File: config.mk
export PLATFORM = sky130hd
export DESIGN_NAME = wb_spi_cmd_master
export DESIGN_NICKNAME = d
export VERILOG_FILES = /design/src/rtl/wb_spi_cmd_master.sv
export SDC_FILE = /design/constraint.sdc
export NUM_CORES = 1
export LEC_CHECK = 0
export ABC_AREA = 1
export BUFFER_PORTS_ARGS = -buffer_cell sky130_fd_sc_hd__buf_2
export CAP_MARGIN = 20
export CORE_MARGIN = 2
export CORE_UTILIZATION = 45
export DETAILED_ROUTE_END_ITERATION = 8
export PLACE_DENSITY_LB_ADDON = 0.2
export SYNTH_ARGS = -nofsm -noshare
export SYNTH_HDL_FRONTEND = slang
export SYNTH_SLANG_ARGS = --single-unit
File: constraint.sdc
create_clock -name CLK_I -period 2 [get_ports CLK_I]
set_input_delay 0.2 -clock CLK_I [delete_from_list [all_inputs] [get_ports CLK_I]]
set_output_delay 0.2 -clock CLK_I [all_outputs]
set_load 0.03 [all_outputs]
File: src/rtl/wb_spi_cmd_master.sv
// wb_spi_cmd_master: one request = write CMD_ADDR, poll STAT_ADDR until BUSY clears, optionally read RDAT_ADDR, respond.
// Latency: 6 cycles handshake->RSP_VALID (single-cycle registered-ACK slave, BUSY clear on first poll, no data fetch).
// Backpressure: REQ_READY high only in IDLE (one request in flight); bus waits on ACK_I, bounded when SPI_CMD_TIMEOUT_EN is defined.
module wb_spi_cmd_master #(
    parameter logic [7:0] CMD_ADDR  = 8'h01,
    parameter logic [7:0] STAT_ADDR = 8'h00,
    parameter logic [7:0] RDAT_ADDR = 8'h02,
    parameter int         BUSY_BIT  = 0,
    parameter int         POLL_MAX  = 65535
`ifdef SPI_CMD_TIMEOUT_EN
    ,
    parameter int         ACK_TMO   = 255
`endif
) (
    input  logic        CLK_I,
    input  logic        RST_N_I,
    input  logic        REQ_VALID,
    output logic        REQ_READY,
    input  logic [31:0] REQ_WORD,
    input  logic        REQ_RD,
    output logic        RSP_VALID,
    output logic [31:0] RSP_DATA,
    output logic        RSP_ERR,
    output logic [7:0]  ADR_O,
    output logic [31:0] DAT_O,
    input  logic [31:0] DAT_I,
    output logic        WE_O,
    output logic        STB_O,
    output logic        CYC_O,
    input  logic        ACK_I
);

    typedef enum logic [2:0] {
        S_IDLE,
        S_WR_CMD,
        S_GAP,
        S_POLL,
        S_RD_DAT,
        S_RESP
    } state_t;

    state_t      r_state;
    state_t      r_after;      // where GAP hands over once the bus has idled a cycle
    logic        r_ready;
    logic        r_stb;        // drives both CYC_O and STB_O: one strobe per cycle, classic bus
    logic        r_we;
    logic [7:0]  r_adr;
    logic [31:0] r_dat;
    logic        r_rd;
    logic [31:0] r_capt;       // last word read: status while polling, then RX data if fetched
    logic        r_rsp_vld;
    logic [31:0] r_rsp_data;
    logic [15:0] r_poll_cnt;   // saturating count of completed status polls
`ifdef SPI_CMD_TIMEOUT_EN
    logic        r_err;
    logic [7:0]  r_wdog;       // cycles the current strobe has waited for ACK_I
`endif

    // Whole sequencer: one registered FSM, every bus and response output comes straight from a flop
    always_ff @(posedge CLK_I or negedge RST_N_I) begin
        if (!RST_N_I) begin
            r_state    <= S_IDLE;
            r_after    <= S_IDLE;
            r_ready    <= 1'b0;
            r_stb      <= 1'b0;
            r_we       <= 1'b0;
            r_adr      <= 8'h00;
            r_dat      <= 32'h0;
            r_rd       <= 1'b0;
            r_capt     <= 32'h0;
            r_rsp_vld  <= 1'b0;
            r_rsp_data <= 32'h0;
            r_poll_cnt <= 16'h0;
`ifdef SPI_CMD_TIMEOUT_EN
            r_err      <= 1'b0;
            r_wdog     <= 8'h0;
`endif
        end else begin
            r_rsp_vld <= 1'b0;
            case (r_state)
                S_IDLE: begin
                    r_ready <= 1'b1;
                    if (REQ_VALID && r_ready) begin
                        r_ready    <= 1'b0;
                        r_rd       <= REQ_RD;
                        r_dat      <= REQ_WORD;
                        r_adr      <= CMD_ADDR;
                        r_we       <= 1'b1;
                        r_stb      <= 1'b1;
                        r_poll_cnt <= 16'h0;
                        r_state    <= S_WR_CMD;
`ifdef SPI_CMD_TIMEOUT_EN
                        r_err      <= 1'b0;
                        r_wdog     <= 8'h0;
`endif
                    end
                end
                S_WR_CMD, S_POLL, S_RD_DAT: begin
                    if (ACK_I) begin
                        // cycle ends on this edge; GAP guarantees an idle bus cycle
                        r_stb   <= 1'b0;
                        r_state <= S_GAP;
`ifdef SPI_CMD_TIMEOUT_EN
                        r_wdog  <= 8'h0;
`endif
                        case (r_state)
                            S_WR_CMD: r_after <= S_POLL;
                            S_POLL: begin
                                r_capt <= DAT_I;
                                if (r_poll_cnt != 16'(POLL_MAX))
                                    r_poll_cnt <= r_poll_cnt + 16'd1;
                                if (!DAT_I[BUSY_BIT])
                                    r_after <= r_rd ? S_RD_DAT : S_RESP;
`ifdef SPI_CMD_TIMEOUT_EN
                                else if (r_poll_cnt >= 16'(POLL_MAX - 1)) begin
                                    r_err   <= 1'b1;
                                    r_capt  <= 32'h0;
                                    r_after <= S_RESP;
                                end
`endif
                                else
                                    r_after <= S_POLL;
                            end
                            default: begin
                                r_capt  <= DAT_I;
                                r_after <= S_RESP;
                            end
                        endcase
                    end
`ifdef SPI_CMD_TIMEOUT_EN
                    else if (r_wdog == 8'(ACK_TMO - 1)) begin
                        // slave never answered: abandon the cycle and report straight away
                        r_stb      <= 1'b0;
                        r_err      <= 1'b1;
                        r_capt     <= 32'h0;
                        r_rsp_data <= 32'h0;
                        r_rsp_vld  <= 1'b1;
                        r_state    <= S_RESP;
                    end else begin
                        r_wdog <= r_wdog + 8'd1;
                    end
`endif
                end
                S_GAP: begin
                    if (r_after == S_RESP) begin
                        r_rsp_vld  <= 1'b1;
                        r_rsp_data <= r_capt;
                        r_state    <= S_RESP;
                    end else begin
                        r_stb   <= 1'b1;
                        r_we    <= 1'b0;
                        r_adr   <= (r_after == S_POLL) ? STAT_ADDR : RDAT_ADDR;
                        r_state <= r_after;
                    end
                end
                S_RESP: begin
                    r_ready <= 1'b1;
                    r_state <= S_IDLE;
                end
                default: r_state <= S_IDLE;
            endcase
        end
    end

    assign REQ_READY = r_ready;
    assign RSP_VALID = r_rsp_vld;
    assign RSP_DATA  = r_rsp_data;
    assign ADR_O     = r_adr;
    assign DAT_O     = r_dat;
    assign WE_O      = r_we;
    assign STB_O     = r_stb;
    assign CYC_O     = r_stb;
`ifdef SPI_CMD_TIMEOUT_EN
    assign RSP_ERR   = r_err;
`else
    assign RSP_ERR   = 1'b0;
`endif

endmodule

* Yosys cells after proc, flatten, opt, wreduce, memory -nomap -nowiden
Cells that the tools add are included.
** Word-level totals
- Word-level logic and storage cells :: 56
- Flip-flop bits (word level) :: 115
- Input bits :: 69
** Cells by class
- Bitwise gates (word level) :: 1
- Equal/unequal tests :: 10
- Muxes and demuxes :: 21
- Reductions and logical operators :: 13
** Operators by type and width (count)
- $mux W8 :: 2
- $pmux W8 S2 :: 1
- $mux W3 :: 4
- $eq A3 B2 Y1 const B :: 3
- $eq A3 B3 Y1 const B :: 3
- $pmux W3 S3 :: 1
- $mux W1 :: 8
- $reduce_and A2 Y1 :: 4
- $ne A2 B2 Y1 const B :: 3
- $pmux W3 S2 :: 1
- $reduce_and A3 Y1 :: 2
- $pmux W1 S2 :: 2
- $reduce_and A4 Y1 :: 1
- $reduce_bool A2 Y1 :: 2
- $eq A3 B1 Y1 const B :: 1
- $logic_not A3 Y1 :: 1
- $pmux W1 S3 :: 1
- $reduce_bool A3 Y1 :: 1
- $reduce_or A3 Y1 :: 1
- $mux W2 :: 1
- $logic_and A1 B1 Y1 :: 1
- $not A1 Y1 :: 1

* Logic depth before layout (Yosys ltp)
Gate-level depths: netlist (run 1).
- Depth in word-level cells :: 4
- Mapped depth :: 8
- Mapped depth without buffers :: 8

* Worst setup path before layout (run 1)
No wires, ideal clock.
- Kind :: register to register
- Start point :: register r_state[0]
- End point :: register r_dat[10], in the netlist DAT_O[10]
- Path slack :: 0.679 ns
- Period minus slack after synthesis :: 1.321 ns
- Buffers on the path :: 2
- Stages on the path, launching flop included :: 9
- Arrival time :: 1.191 ns
- Path through :: dfrtp_1 -> inv_2 -> nand2_4 -> nor2_4 -> nand3_4 -> buf_6 -> buf_6 -> nand2_1 -> o21ai_0
** Between the ends
- Longest elaborated chain between the ends :: 2
** Ends and longest elaborated chain
- start, declared :: line 42 : state_t r_state;
- start signal, assigned :: line 153 : r_state <= r_after;
- $logic_not A3 Y1 :: line 80 : case (r_state)
- $reduce_and A2 Y1 (no line)
- end signal, assigned :: line 68 : r_dat <= 32'h0;
- end signal, assigned :: line 86 : r_dat <= REQ_WORD;
- end, declared :: line 48 : logic [31:0] r_dat;
No other way between the ends.
A chain may end at the register's enable or synchronous reset.

* Final worst setup path (run 1)
- Start point :: register r_state[0]
- End point :: register r_dat[31], in the netlist DAT_O[31]
Same word-level chain as after synthesis.

==> results of run 1 <==
state kept, by name (all words and copies together) (netlist names):
register / flops
r_capt: 32
CYC_O: 1
REQ_READY: 1
RSP_VALID: 1
r_state: 3
r_after: 3
ADR_O: 2
RSP_DATA: 32
r_rd: 1
DAT_O: 32
cells in the mapped netlist, types with 4 or more instances:
library cell    n  area [um^2]
buf_4           9        67.56
buf_6          15        168.9
dfrtp_1       108         2703
inv_1          70        262.8
inv_2           4        15.01
nand2_1       180        675.7
nand3_1         4        20.02
nor2_1          5        18.77
o21ai_0        19        95.09
o21ai_1        11        55.05
o21ai_2        42        367.9
stage by stage:
stage / cells / hold slack, ns / setup WS [ns] / util, %
6_report: 761 / 0.06596 / 0.3935 / 54.39
5_1_grt: 761 / 0.05025 / 0.2721 / 54.39
4_1_cts: 760 / 0.05275 / 0.1265 / 54.21
3_5_place_dp: 743 / 0.2176 / 0.1231 / 52.51
3_3_place_gp: 743 / 0.2196 / 0.3000 / 52.51
2_1_floorplan: 492 / -0.09559 / 0.6793 / -
path summary, 6_finish.rpt:
kind,from,endpoint,slack (ns)
max in group asynchronous,RST_N_I,RSP_DATA[29]$_DFFE_PN0P_,0.97
min in group asynchronous,RST_N_I,RSP_DATA[12]$_DFFE_PN0P_,0.35
hold reg to reg,RSP_DATA[25]$_DFFE_PN0P_,RSP_DATA[25]$_DFFE_PN0P_,0.47
setup reg to reg,r_state[0]$_DFFE_PN0P_,DAT_O[31]$_DFFE_PN0P_,0.39
hold / removal,DAT_I[24],r_capt[24]$_DFFE_PN0P_,0.07
setup / recovery,r_state[0]$_DFFE_PN0P_,DAT_O[31]$_DFFE_PN0P_,0.39
kinds of logic after synthesis:
logic type / synth area share, %
flops: 58.36
compound gates: 11.67
simple gates: 18.02
other cells: 0.08098
buf+inv: 11.86
worst max-delay path, stage by stage, from the launching register on:
cell and delay, ns:
dfrtp_1 0.49, inv_2 0.13, nand2_4 0.07, nor2_4 0.18, nand3_4 0.36, nand2_1 0.19, o21ai_2 0.06
power groups by stage:
| stage | sequential [W] | combinational [W] | clock, W |
|---|---|---|---|
| 3_3_place_gp | 0.00368 | 0.00396 | 0 |
| 4_1_cts | 0.00369 | 0.00406 | 0.00120 |
| 2_1_floorplan | 0.00481 | 0.00198 | 0 |
| 6_report | 0.00369 | 0.00401 | 0.00116 |
| 3_5_place_dp | 0.00372 | 0.00405 | 0 |
| 5_1_grt | 0.00380 | 0.00442 | 0.00130 |
layer usage:
layer  vias up  part of all wire, %  global-route usage, %
met5         -                    0                      0
met4         0                  2.2                  8.095
met3        14                  4.3                  2.968
met2        73                   49                  27.74
met1      1545                   44                  21.72
li1       1726                    -                      -
what timing repair did:
action	CTS	global route
gates resized for setup	0	1
hold buffers	1	0
setup endpoints to repair	0	4
endpoints found under the hold margin	40	0
area by class of cell:
type | count | area [um^2]
Tap cell | 136 | 170.2
Timing Repair Buffer | 144 | 775.7
Multi-Input combinational cell | 282 | 1419
Inverter | 75 | 284.0
Fill cell | 952 | 4624
Sequential cell | 108 | 2703
Clock inverter | 2 | 10.01
Clock buffer | 14 | 152.6
==> results.py, run 1 <==
metrics = {
    "clock_tree": {
        "post_cts_buffers": 0,
        "cts_tree": "done",
        "path_clk_slew_ns": 0.09,
        "cts_root_buf": "clkbuf_8",
        "clk_path_buf_depth": 2,
        "clock_sinks": 108,
        "htreeDepth": 3,
        "insertion_delay_ns": 0.36,
        "cts-buffers-inserted": 9,
    },
    "setup_path": {
        "path_class": "reg2reg",
        "cp-end-kind": "flip-flop",
        "critPathMaxFanout": 33,
        "startpoint_type": "flip-flop",
        "required_ns": 2.24,
        "crit_arrival_ns": 1.85,
        "rr_worst_depth": 6,
    },
    "floorplan": {
        "io_pins": 147,
        "die_w_um": 105.4,
        "die_area_mm2": 0.01112,
        "num_rows": 37,
        "core_mm2": 0.01014,
        "dieHeight_um": 105.4,
        "initial_utilization_pct": 45.67,
    },
    "yosys": {
        "ys_ff_latch": 108,
        "synth_ff_type": "dfrtp_1",
        "synthDistinctLibCells": 30,
        "yosys_warnings": 0,
        "synth_area_mm2": 0.004631,
        "yosysSeqAreaShare_pct": 58.36,
        "synthArstFlopShare_pct": 100.0,
        "synth_cells": 486,
        "synth-edff-count": 0,
        "syn-mean-instance-area_um2": 9.528,
    },
    "timing": {
        "rsz0062_at_grt": "no",
        "setup_viol": 0,
        "hold_violations": 0,
        "setup_tns_ns": 0,
        "period_minus_slack_ns": 1.606,
        "worst_pin_slew_ns": 0.5392,
        "drv_slew": 0,
        "fin_worst_skew_ns": 0.006815,
        "post-route-period-util_pct": 80.32,
        "fmax_mhz": 622.5,
        "slew_headroom_pct": 64.06,
    },
    "finish": {
        "mostFrequentLayoutCells": "180 x nand2_1, 138 x buf_2, 108 x dfrtp_1",
        "antenna_cells": 0,
        "mostFrequentLayoutCell": "nand2_1",
        "final_nets": 689,
        "syn_to_final_growth_pct": 19.08,
        "drive_gt1_share_pct": 33.92,
        "finalInstanceArea_mm2": 0.005514,
    },
    "power_and_ir_drop": {
        "seqPwrFrac_pct": 41.7,
        "clockPowerShare_pct": 13.1,
        "vdd_drop_max_mv": 0.7971,
        "p_comb_share_pct": 45.3,
        "swShare_pct": 45.24,
        "p_leak_nw": 3.206,
        "p_sw_w": 0.004009,
        "cellPowerDensity_mw_per_mm2": 1607,
        "totalPowerFinal_w": 0.008861,
        "p_int_w": 0.004852,
    },
    "placement": {
        "placed_area_mm2": 0.005324,
        "dp_hpwl_um": 6272,
        "portBuffers": 139,
        "gp_congestion": 0.7922,
    },
    "global_route": {
        "grt.total_usage_pct": 16.90,
        "overflow": 0,
        "grt_pass1_vias": 3096,
        "antenna_found_initial": 0,
        "grt_max_degree": 68,
        "grt_pass1_wl_um": 14840,
    },
    "drt": {
        "drtIter0Drc": 154,
        "viasPerCell": 4.413,
        "finalWirelength_um": 9128,
        "wl_per_cell_um": 11.99,
        "first_pass_iters": 4,
        "vias": 3358,
        "drtAntennaViolNets": 0,
        "drc": 0,
    },
    "outcome": {
        "status": "completed",
    },
    "min_path": {
        "min_path_type": "in2reg",
        "holdPathStages": 3,
    },
    "job": {
        "maxCapViolCount": 0,
    },
}
(Power assumes the default switching activity.)
==> inputs of run 2 (changes only) <==
==> constraint.sdc (replaced) <==
create_clock -name CLK_I -period 1.57 [get_ports CLK_I]
set_input_delay 0.157 -clock CLK_I [delete_from_list [all_inputs] [get_ports CLK_I]]
set_output_delay 0.157 -clock CLK_I [all_outputs]
set_load 0.03 [all_outputs]
==> run 2 against run 1 <==
- sequential cell count unchanged
- first-iteration DRC count decreased by 1.3%
- critical path depth increased by 1
- maximum frequency increased by 12%
- hold slack got worse by 0.043 ns
- non-clock buffer count increased by 8
- critical endpoint unchanged
- highest routed layer unchanged
==> results.py, run 2 (same netlist as run 1, synthesis figures left out) <==
metrics = {
    "setup_path": {
        "r2r-start": "r_state[2]$_DFFE_PN0P_",
        "path_class": "reg2reg",
        "required_ns": 1.82,
        "cp-end-kind": "flip-flop",
        "reg2reg_slack_ns": 0.13,
        "crit_arrival_ns": 1.69,
        "startpoint_type": "flip-flop",
        "rr_worst_depth": 7,
        "r2r-end": "DAT_O[31]$_DFFE_PN0P_",
        "critPathMaxFanout": 30,
    },
    "power_and_ir_drop": {
        "cellPowerDensity_mw_per_mm2": 2043,
        "p_leak_nw": 3.285,
        "vdd_drop_max_mv": 0.8429,
    },
    "placement": {
        "dp_hpwl_um": 6382,
        "portBuffers": 139,
        "gp_congestion": 0.7987,
        "placed_cells": 747,
    },
    "job": {
        "maxCapViolCount": 0,
    },
    "finish": {
        "antenna_cells": 0,
        "stdcell_count": 767,
        "mostFrequentLayoutCell": "nand2_1",
        "drive_gt1_share_pct": 35.18,
        "final_nets": 696,
        "multiInputGateArea_mm2": 0.001401,
        "nFillCells": 950,
        "ff_latch_area_mm2": 0.002704,
        "mostFrequentLayoutCells": "180 x nand2_1, 138 x buf_2, 107 x dfrtp_1",
        "syn_to_final_growth_pct": 22.18,
    },
    "floorplan": {
        "num_rows": 37,
        "die_w_um": 105.4,
        "core_mm2": 0.01014,
        "io_pins": 147,
        "die_area_mm2": 0.01112,
        "dieHeight_um": 105.4,
        "initial_utilization_pct": 45.67,
    },
    "clock_tree": {
        "clock_sinks": 108,
        "cts_root_buf": "clkbuf_8",
        "path_clk_slew_ns": 0.10,
        "htreeDepth": 3,
        "cts_tree": "done",
        "insertion_delay_ns": 0.36,
        "clk_path_buf_depth": 2,
        "cts-buffers-inserted": 9,
    },
    "global_route": {
        "grt_pass1_vias": 3268,
        "grt_max_degree": 61,
        "overflow": 0,
        "antenna_found_initial": 0,
        "grt_pass1_wl_um": 15210,
        "grt.total_usage_pct": 17.12,
    },
    "drt": {
        "finalWirelength_um": 9061,
        "first_pass_iters": 5,
        "drtIter0Drc": 152,
        "drtAntennaViolNets": 0,
        "vias": 3347,
        "viasPerCell": 4.364,
        "drc": 0,
        "wl_per_cell_um": 11.81,
    },
    "min_path": {
        "holdPathEnd": "r_capt[27]$_DFFE_PN0P_",
        "min-delay-start": "DAT_I[27]",
        "holdPathStages": 3,
        "min_path_type": "in2reg",
    },
    "timing": {
        "setup_viol": 0,
        "rsz0062_at_grt": "no",
        "drv_slew": 0,
        "fin_worst_skew_ns": 0.009416,
        "fmax_mhz": 696.4,
        "setup_tns_ns": 0,
        "period_minus_slack_ns": 1.436,
        "hold_violations": 0,
        "post-route-period-util_pct": 91.46,
    },
    "outcome": {
        "status": "completed",
    },
}
-- run 2: cell count changes in the layout (fill, tap and decap cells not counted), sizes merged --
cell	previous run	this run
buf	143	150
clkbuf	14	15
nand3	7	6
clkinv	2	1
-- run 2: through the flow --
step | setup slack (ns) | instance area (um^2) | power, W | util [%] | hold WS (ns)
6_report | 0.1341 | 5658 | 0.01156 | 55.81 | 0.02316
5_1_grt | 0.004522 | 5658 | 0.01243 | 55.81 | 0.007995
4_1_cts | 0.1039 | 5602 | 0.01162 | 55.25 | 0.009740
3_5_place_dp | 0.1253 | 5404 | 0.009978 | 53.30 | 0.09035
3_3_place_gp | 0.1550 | 5404 | 0.009846 | 53.30 | 0.09000
2_1_floorplan | 0.2493 | 4653 | 0.008649 | - | -0.1386
-- run 2: layout make-up --
cell class,instances,area share (%)
Timing Repair Buffer,152,16.10
Clock inverter,1,0.08846
Inverter,75,5.020
Clock buffer,14,3.229
Multi-Input combinational cell,281,24.77
Tap cell,136,3.008
Sequential cell,108,47.79
-- run 2: worst max path at each step --
stage,from,end,slack (ns),cells past startpoint
after floorplan,r_state[0]$_DFFE_PN0P_,DAT_O[10]$_DFFE_PN0P_,0.25,8
after global routing,r_state[0]$_DFFE_PN0P_,RSP_DATA[5]$_DFFE_PN0P_,0.005,6
final,r_state[2]$_DFFE_PN0P_,DAT_O[31]$_DFFE_PN0P_,0.13,7
after detailed placement,r_state[0]$_DFFE_PN0P_,RSP_DATA[13]$_DFFE_PN0P_,0.13,6
after global placement,r_state[0]$_DFFE_PN0P_,RSP_DATA[14]$_DFFE_PN0P_,0.16,6
after CTS,r_state[0]$_DFFE_PN0P_,RSP_DATA[5]$_DFFE_PN0P_,0.10,6
-- run 2: layer usage --
metal	vias up	track usage, %	share of wire (%)
met1	1514	21.86	44
met5	-	0	0
met2	85	29.12	50
met3	13	2.474	3.8
met4	0	7.238	2.1
li1	1735	-	-
-- run 2: power by group --
part	total (W)	internal, W	switching, W
Combinational	0.00525	0.00170	0.00354
Clock	0.00161	0.000742	0.000872
Sequential	0.00470	0.00400	0.000693
Total	0.0116	0.00645	0.00511
-- run 2: repair_timing --
item,4_1_cts,5_1_grt
hold buffers,1,0
hold endpoints to repair,23,0
setup buffers,0,3
setup endpoints to repair,0,37
resized for setup,0,3
-- run 2: worst max-delay path, stage by stage (launching register included) --
cell and delay (ns):
dfrtp_1 0.43, inv_2 0.13, nand2_4 0.08, nor2_4 0.13, nand3_4 0.16, clkbuf_16 0.24, nand2_1 0.09, o21ai_2 0.05
